<file path="config.mk">
export PLATFORM = sky130hd
export DESIGN_NAME = multicycle_control_unit
export DESIGN_NICKNAME = d
export VERILOG_FILES = /design/src/rtl/multicycle_control_unit.sv
export SDC_FILE = /design/constraint.sdc
export NUM_CORES = 1
export LEC_CHECK = 0
export CORE_UTILIZATION = 50
export DETAILED_ROUTE_END_ITERATION = 6
export PLACE_DENSITY = 0.87
export SETUP_SLACK_MARGIN = 0.4
export SYNTH_ARGS = -nofsm -noshare
export SYNTH_HDL_FRONTEND = slang
export SYNTH_SLANG_ARGS = --single-unit
</file>
<file path="constraint.sdc">
create_clock -name clk -period 2 [get_ports clk]
set_input_delay 0.4 -clock clk [delete_from_list [all_inputs] [get_ports clk]]
set_output_delay 0.4 -clock clk [all_outputs]
set_load 0.02 [all_outputs]
</file>
<file path="src/rtl/multicycle_control_unit.sv">
// ---------------------------------------------------------------------------
// multicycle_control_unit
//
// Control FSM for a small multicycle datapath. One instruction is accepted in
// IDLE, decoded, executed, optionally sent through a memory access with a
// bounded wait, written back, and counted as retired. Illegal opcodes and
// memory timeouts divert through a one-cycle TRAP state.
//
// Ports
//   clk          rising-edge clock
//   reset        synchronous active-high reset
//   instr_valid  opcode is valid this cycle (only looked at in IDLE)
//   opcode       instruction opcode
//   mem_ready    memory completes the current access
//   instr_ready  high in IDLE: the unit will accept an opcode this cycle
//   regDst, aluSrc, memToReg, aluOp
//                decoded datapath controls, registered in DECODE and held
//                until the unit returns to IDLE
//   branch       BEQ resolve strobe, EXECUTE only
//   regWrite     WRITEBACK strobe
//   memRead      LOAD strobe, every MEM cycle until mem_ready
//   memWrite     STORE strobe, every MEM cycle until mem_ready
//   state        current FSM state code
//   trap         one-cycle error pulse (TRAP state)
//   trap_cause   01 illegal opcode, 10 memory timeout; held until next trap
//   retired      completed-instruction count, wraps modulo 2^CNT_W
// ---------------------------------------------------------------------------
module multicycle_control_unit #(
    parameter int                   OPCODE_W    = 6,
    parameter int                   ALUOP_W     = 4,
    parameter int                   CNT_W       = 16,
    parameter int                   MEM_TIMEOUT = 15,
    parameter logic [OPCODE_W-1:0]  OP_ADD      = 6'b011111,
    parameter logic [OPCODE_W-1:0]  OP_SUB      = 6'b011110,
    parameter logic [OPCODE_W-1:0]  OP_MUL      = 6'b011101,
    parameter logic [OPCODE_W-1:0]  OP_DIV      = 6'b011100,
    parameter logic [OPCODE_W-1:0]  OP_LOAD     = 6'b100001,
    parameter logic [OPCODE_W-1:0]  OP_STORE    = 6'b101010,
    parameter logic [OPCODE_W-1:0]  OP_BEQ      = 6'b000100
) (
    input  logic                clk,
    input  logic                reset,
    input  logic                instr_valid,
    input  logic [OPCODE_W-1:0] opcode,
    input  logic                mem_ready,
    output logic                instr_ready,
    output logic                regDst,
    output logic                aluSrc,
    output logic                memToReg,
    output logic                branch,
    output logic                regWrite,
    output logic                memRead,
    output logic                memWrite,
    output logic [ALUOP_W-1:0]  aluOp,
    output logic [2:0]          state,
    output logic                trap,
    output logic [1:0]          trap_cause,
    output logic [CNT_W-1:0]    retired
);

    localparam logic [2:0] S_IDLE      = 3'd0;
    localparam logic [2:0] S_DECODE    = 3'd1;
    localparam logic [2:0] S_EXECUTE   = 3'd2;
    localparam logic [2:0] S_MEM       = 3'd3;
    localparam logic [2:0] S_WRITEBACK = 3'd4;
    localparam logic [2:0] S_TRAP      = 3'd5;

    // The wait counter only ever needs to reach MEM_TIMEOUT-1.
    localparam int TMO_W = (MEM_TIMEOUT < 2) ? 1 : $clog2(MEM_TIMEOUT);
    localparam logic [TMO_W-1:0] TMO_LAST = TMO_W'(MEM_TIMEOUT - 1);

    logic [OPCODE_W-1:0] latchedOpcode;
    logic [TMO_W-1:0]    memWaitCnt;
    logic [2:0]          nextState;
    logic                isLoad, isStore, isBeq;

    logic                decLegal, decRegDst, decAluSrc, decMemToReg;
    logic                decLoad, decStore, decBeq;
    logic [ALUOP_W-1:0]  decAluOp;
    logic                memTimeout, retireEvent;

    // Decode of the opcode captured in IDLE.
    always_comb begin
        // NOTE: every combinational output gets a default first, so no path
        // through the case leaves it unassigned and no latch is inferred.
        decLegal    = 1'b1;
        decRegDst   = 1'b0;
        decAluSrc   = 1'b0;
        decMemToReg = 1'b0;
        decAluOp    = '0;
        decLoad     = 1'b0;
        decStore    = 1'b0;
        decBeq      = 1'b0;
        case (latchedOpcode)
            OP_ADD:   decRegDst = 1'b1;
            OP_SUB:   begin decRegDst = 1'b1; decAluOp = ALUOP_W'(1); end
            OP_MUL:   begin decRegDst = 1'b1; decAluOp = ALUOP_W'(2); end
            OP_DIV:   begin decRegDst = 1'b1; decAluOp = ALUOP_W'(3); end
            OP_LOAD:  begin decAluSrc = 1'b1; decMemToReg = 1'b1; decLoad = 1'b1; end
            OP_STORE: begin decAluSrc = 1'b1; decStore = 1'b1; end
            OP_BEQ:   begin decAluOp = ALUOP_W'(1); decBeq = 1'b1; end
            default:  decLegal = 1'b0;
        endcase
    end

    // mem_ready in the last allowed cycle still completes the access.
    assign memTimeout = (memWaitCnt == TMO_LAST);

    always_comb begin
        nextState = state;
        case (state)
            S_IDLE:      if (instr_valid) nextState = S_DECODE;
            S_DECODE:    nextState = decLegal ? S_EXECUTE : S_TRAP;
            S_EXECUTE: begin
                if (isLoad || isStore) nextState = S_MEM;
                else if (isBeq)        nextState = S_IDLE;
                else                   nextState = S_WRITEBACK;
            end
            S_MEM: begin
                if (mem_ready)       nextState = isLoad ? S_WRITEBACK : S_IDLE;
                else if (memTimeout) nextState = S_TRAP;
            end
            S_WRITEBACK: nextState = S_IDLE;
            S_TRAP:      nextState = S_IDLE;
            default:     nextState = S_IDLE;   // unused codes 6-7 recover
        endcase
    end

    assign retireEvent = ((state == S_EXECUTE) && isBeq) ||
                         ((state == S_MEM) && mem_ready && isStore) ||
                         (state == S_WRITEBACK);

    always_ff @(posedge clk) begin
        // NOTE: sequential state uses non-blocking assignments so every
        // register samples the values from before this edge.
        if (reset) begin
            state         <= S_IDLE;
            latchedOpcode <= '0;
            memWaitCnt    <= '0;
            trap_cause    <= 2'b00;
            retired       <= '0;
            regDst        <= 1'b0;
            aluSrc        <= 1'b0;
            memToReg      <= 1'b0;
            aluOp         <= '0;
            isLoad        <= 1'b0;
            isStore       <= 1'b0;
            isBeq         <= 1'b0;
        end else begin
            state <= nextState;

            if ((state == S_IDLE) && instr_valid)
                latchedOpcode <= opcode;

            // Counter restarts whenever MEM is (re)entered.
            if (state != S_MEM)
                memWaitCnt <= '0;
            else if (!mem_ready && !memTimeout)
                memWaitCnt <= memWaitCnt + TMO_W'(1);

            if ((state == S_DECODE) && !decLegal)
                trap_cause <= 2'b01;
            else if ((state == S_MEM) && !mem_ready && memTimeout)
                trap_cause <= 2'b10;

            if (retireEvent)
                retired <= retired + CNT_W'(1);

            // Decoded controls live from DECODE until the return to IDLE;
            // an illegal opcode leaves them at their cleared value.
            if (nextState == S_IDLE) begin
                regDst   <= 1'b0;
                aluSrc   <= 1'b0;
                memToReg <= 1'b0;
                aluOp    <= '0;
                isLoad   <= 1'b0;
                isStore  <= 1'b0;
                isBeq    <= 1'b0;
            end else if ((state == S_DECODE) && decLegal) begin
                regDst   <= decRegDst;
                aluSrc   <= decAluSrc;
                memToReg <= decMemToReg;
                aluOp    <= decAluOp;
                isLoad   <= decLoad;
                isStore  <= decStore;
                isBeq    <= decBeq;
            end
        end
    end

    assign instr_ready = (state == S_IDLE);
    assign regWrite    = (state == S_WRITEBACK);
    assign memRead     = (state == S_MEM) && isLoad;
    assign memWrite    = (state == S_MEM) && isStore;
    assign branch      = (state == S_EXECUTE) && isBeq;
    assign trap        = (state == S_TRAP);

endmodule

</file>
==> impl_metrics.csv <==
group,metric,value,unit
run_status,status,"completed",
detailed_routing,ant_nets,0,
synth,synth_cells,220,
power,ir_drop,367.8,uV
timing,period_share,85.40,%
worst_hold_path,hold_start,"trap_cause[0]",
synth,synth_edf_count,0,
global_routing,use_met3,4.107,%
detailed_routing,dr.pass1.iters,4,
synth,synth-seq-cells,38,
global_routing,grt_use_total,23.74,%
detailed_routing,drt-initial-drc-count,78,
global_routing,antenna_found_initial,0,
global_routing,use_met1,30.17,%
synth,yosysUniqueCellTypes,49,
detailed_routing,post_drt_wl_per_cell,14.48,um
power,switchingPower,0.4515,mW
worst_setup_path,worst-setup-path-type,"reg2reg",
power,switching_share,27.69,%
floorplanning,die_h,64.04,um
clocking,root_buffer,"clkbuf_8",
worst_setup_path,start_kind,"flip-flop",
clocking,h-tree-depth,2,
global_routing,grt_max_degree,26,
timing,whs,0.4698,ns
timing,skew,0.006618,ns
power,p_leak,1.084,nW
global_routing,grt_busiest_layer,"met2",
timing,fmax,585.5,MHz
timing,hold_viol,0,
worst_setup_path,r2r_start,"memWaitCnt[0]",
power,pwr-share-seq,49.5,%
timing,slew_viol_final,0,
global_routing,use_met2,39.76,%
floorplanning,start_util,52.17,%
global_routing,grt_pass1_wl,7652,um
worst_setup_path,critPathMaxFanout,4,
detailed_routing,route.detailed.drc,0,
clocking,cts_buffer_depth,2,
finish,layout.cells.non_filler,328,
detailed_routing,avgViaCountPerCell,5.491,
clocking,clkSinkCount,38,
synth,synthFlopType,"dfxtp_1",
worst_setup_path,crit_start,"memWaitCnt[0]",
power,combPwrFrac,20.4,%
clocking,cts_tree,"done",
run,maxCapViolCount,0,
detailed_routing,via_count,1801,
finish,fin_nets,292,
floorplanning,die_area,4100,um^2
floorplanning,die_w,64.04,um
power,power.density,595.1,nW/um^2
worst_hold_path,hp-class,"reg2reg",
timing,setup_viol,0,
clocking,clk_pin_slew,0.07,ns
synth,ys_seq_area_share,39.53,%
placement,dp_cells,310,
finish,layout.cells.most_common_list,"nor2_1 (29), dfxtp_1 (29), dlygate4sd2_1 (27)",
synth,synthesis.area,1924,um^2
finish,syn2layout_area_growth,42.39,%
finish,antenna_cells,0,
clocking,clock_latency,0.28,ns
clocking,cts_buffers,5,
worst_setup_path,cp-end-kind,"flip-flop",
synth,yosys_warnings,0,
placement,dpl.hpwl,3102,um
power,intPower,1.179,mW
timing,rsz0062_at_grt,"yes",
synth,synthArstFlopShare,0,%
global_routing,grt_pass1_vias,1691,
timing,period_needed,1.708,ns
worst_setup_path,cp.required,2.16,ns
placement,port_buffers,41,
synth,syn_avg_cell_area,8.747,um^2
finish,drive_gt1_share,30.00,%
floorplanning,core,3689,um^2
power,clockPowerShare,30.1,%
floorplanning,ios,44,
global_routing,gr-total-overflow,0,
detailed_routing,routed_wl,4749,um
floorplanning,rows,22,
placement,globalplace.congestion,0.7861,
worst_setup_path,crit_arrival,1.87,ns
timing repair:
| item | CTS | global route |
|---|---|---|
| pin swaps | 5 | 8 |
| hold buffers | 0 | 0 |
| setup endpoints to repair | 53 | 26 |
| gates cloned | 0 | 0 |
| buffers inserted | 9 | 1 |
| resized for setup | 75 | 22 |
cell usage after synthesis (4+ instances only):
| master | number | share of area [%] |
|---|---|---|
| xor2_1 | 9 | 4.1 |
| o22a_1 | 4 | 1.8 |
| nand3_1 | 9 | 2.3 |
| inv_1 | 10 | 2.0 |
| mux2i_1 | 6 | 3.1 |
| a21oi_1 | 12 | 3.1 |
| buf_4 | 4 | 1.6 |
| nor2_1 | 31 | 6.0 |
| nor3_1 | 10 | 2.6 |
| o21ai_0 | 12 | 3.1 |
| or3_1 | 6 | 2.0 |
| clkbuf_1 | 4 | 0.78 |
| nand2_1 | 9 | 1.8 |
| dfxtp_1 | 38 | 40 |
flip-flops by register name, indices dropped and copies added, names as in the netlist:
register and cells:
state 3, aluOp 2, isBeq 1, aluSrc 1, isLoad 1, retired 16, trap_cause 2, memWaitCnt 4
latchedOpcode 6, regDst 1, isStore 1
power by group through the flow:
stage | clock, mW | combinational [mW] | sequential [mW]
finish | 0.491 | 0.333 | 0.807
global route | 0.537 | 0.356 | 0.810
CTS | 0.501 | 0.308 | 0.804
detailed placement | 0 | 0.269 | 0.827
global placement | 0 | 0.266 | 0.827
floorplan | 0 | 0.178 | 0.826
path summary, 6_finish.rpt:
check                           cells after the start             to  slack [ns]
worst max-delay path                                8       aluOp[0]        0.29
worst min-delay path                                2  trap_cause[0]        0.47
worst max register to register                      8       aluOp[0]        0.29
worst min register to register                      2  trap_cause[0]        0.47
kinds of logic after synthesis:
family | synth area share (%)
AND/OR/NAND/NOR | 23.67
AO/OA/AOI/OAI | 21.13
flip-flops | 39.53
buffers and inverters | 4.812
XOR/XNOR | 5.007
multiplexers | 3.706
adder cells (fa/ha/maj) | 1.951
other | 0.1949
final cells by class:
type / instances / area [um^2]
Clock inverter: 2 / 10.01
Sequential cell: 38 / 779.5
Fill cell: 278 / 948.4
Clock buffer: 6 / 72.57
Multi-Input combinational cell: 163 / 1247
Tap cell: 48 / 60.06
Inverter: 10 / 41.29
Timing Repair Buffer: 61 / 529.3
stage by stage:
step / setup slack, ns / util (%) / setup TNS [ns] / power (mW) / instance area, um^2
2_1_floorplan: 0.3550 / - / 0 / 1.005 / 1982
3_3_place_gp: -0.1091 / 66.66 / -1.152 / 1.093 / 2459
3_5_place_dp: -0.1672 / 66.66 / -1.952 / 1.097 / 2459
4_1_cts: 0.2301 / 72.08 / 0 / 1.613 / 2659
5_1_grt: 0.2245 / 74.29 / 0 / 1.703 / 2740
6_report: 0.2921 / 74.29 / 0 / 1.631 / 2740
per-layer routing:
metal	vias up	wire length [um]
met3	7	222
met5	-	0
li1	890	-
met1	846	2110
met2	58	2353
met4	0	62
worst max-delay path: stages, from the launching register on:
cell and delay (ns):
dfxtp_2 0.34, inv_2 0.04, ha_4 0.15, and4b_1 0.20, o221ai_2 0.18, a21bo_2 0.26, a211oi_4 0.21, buf_6 0.16
nor3_1 0.05
(Power assumes the default switching activity.)
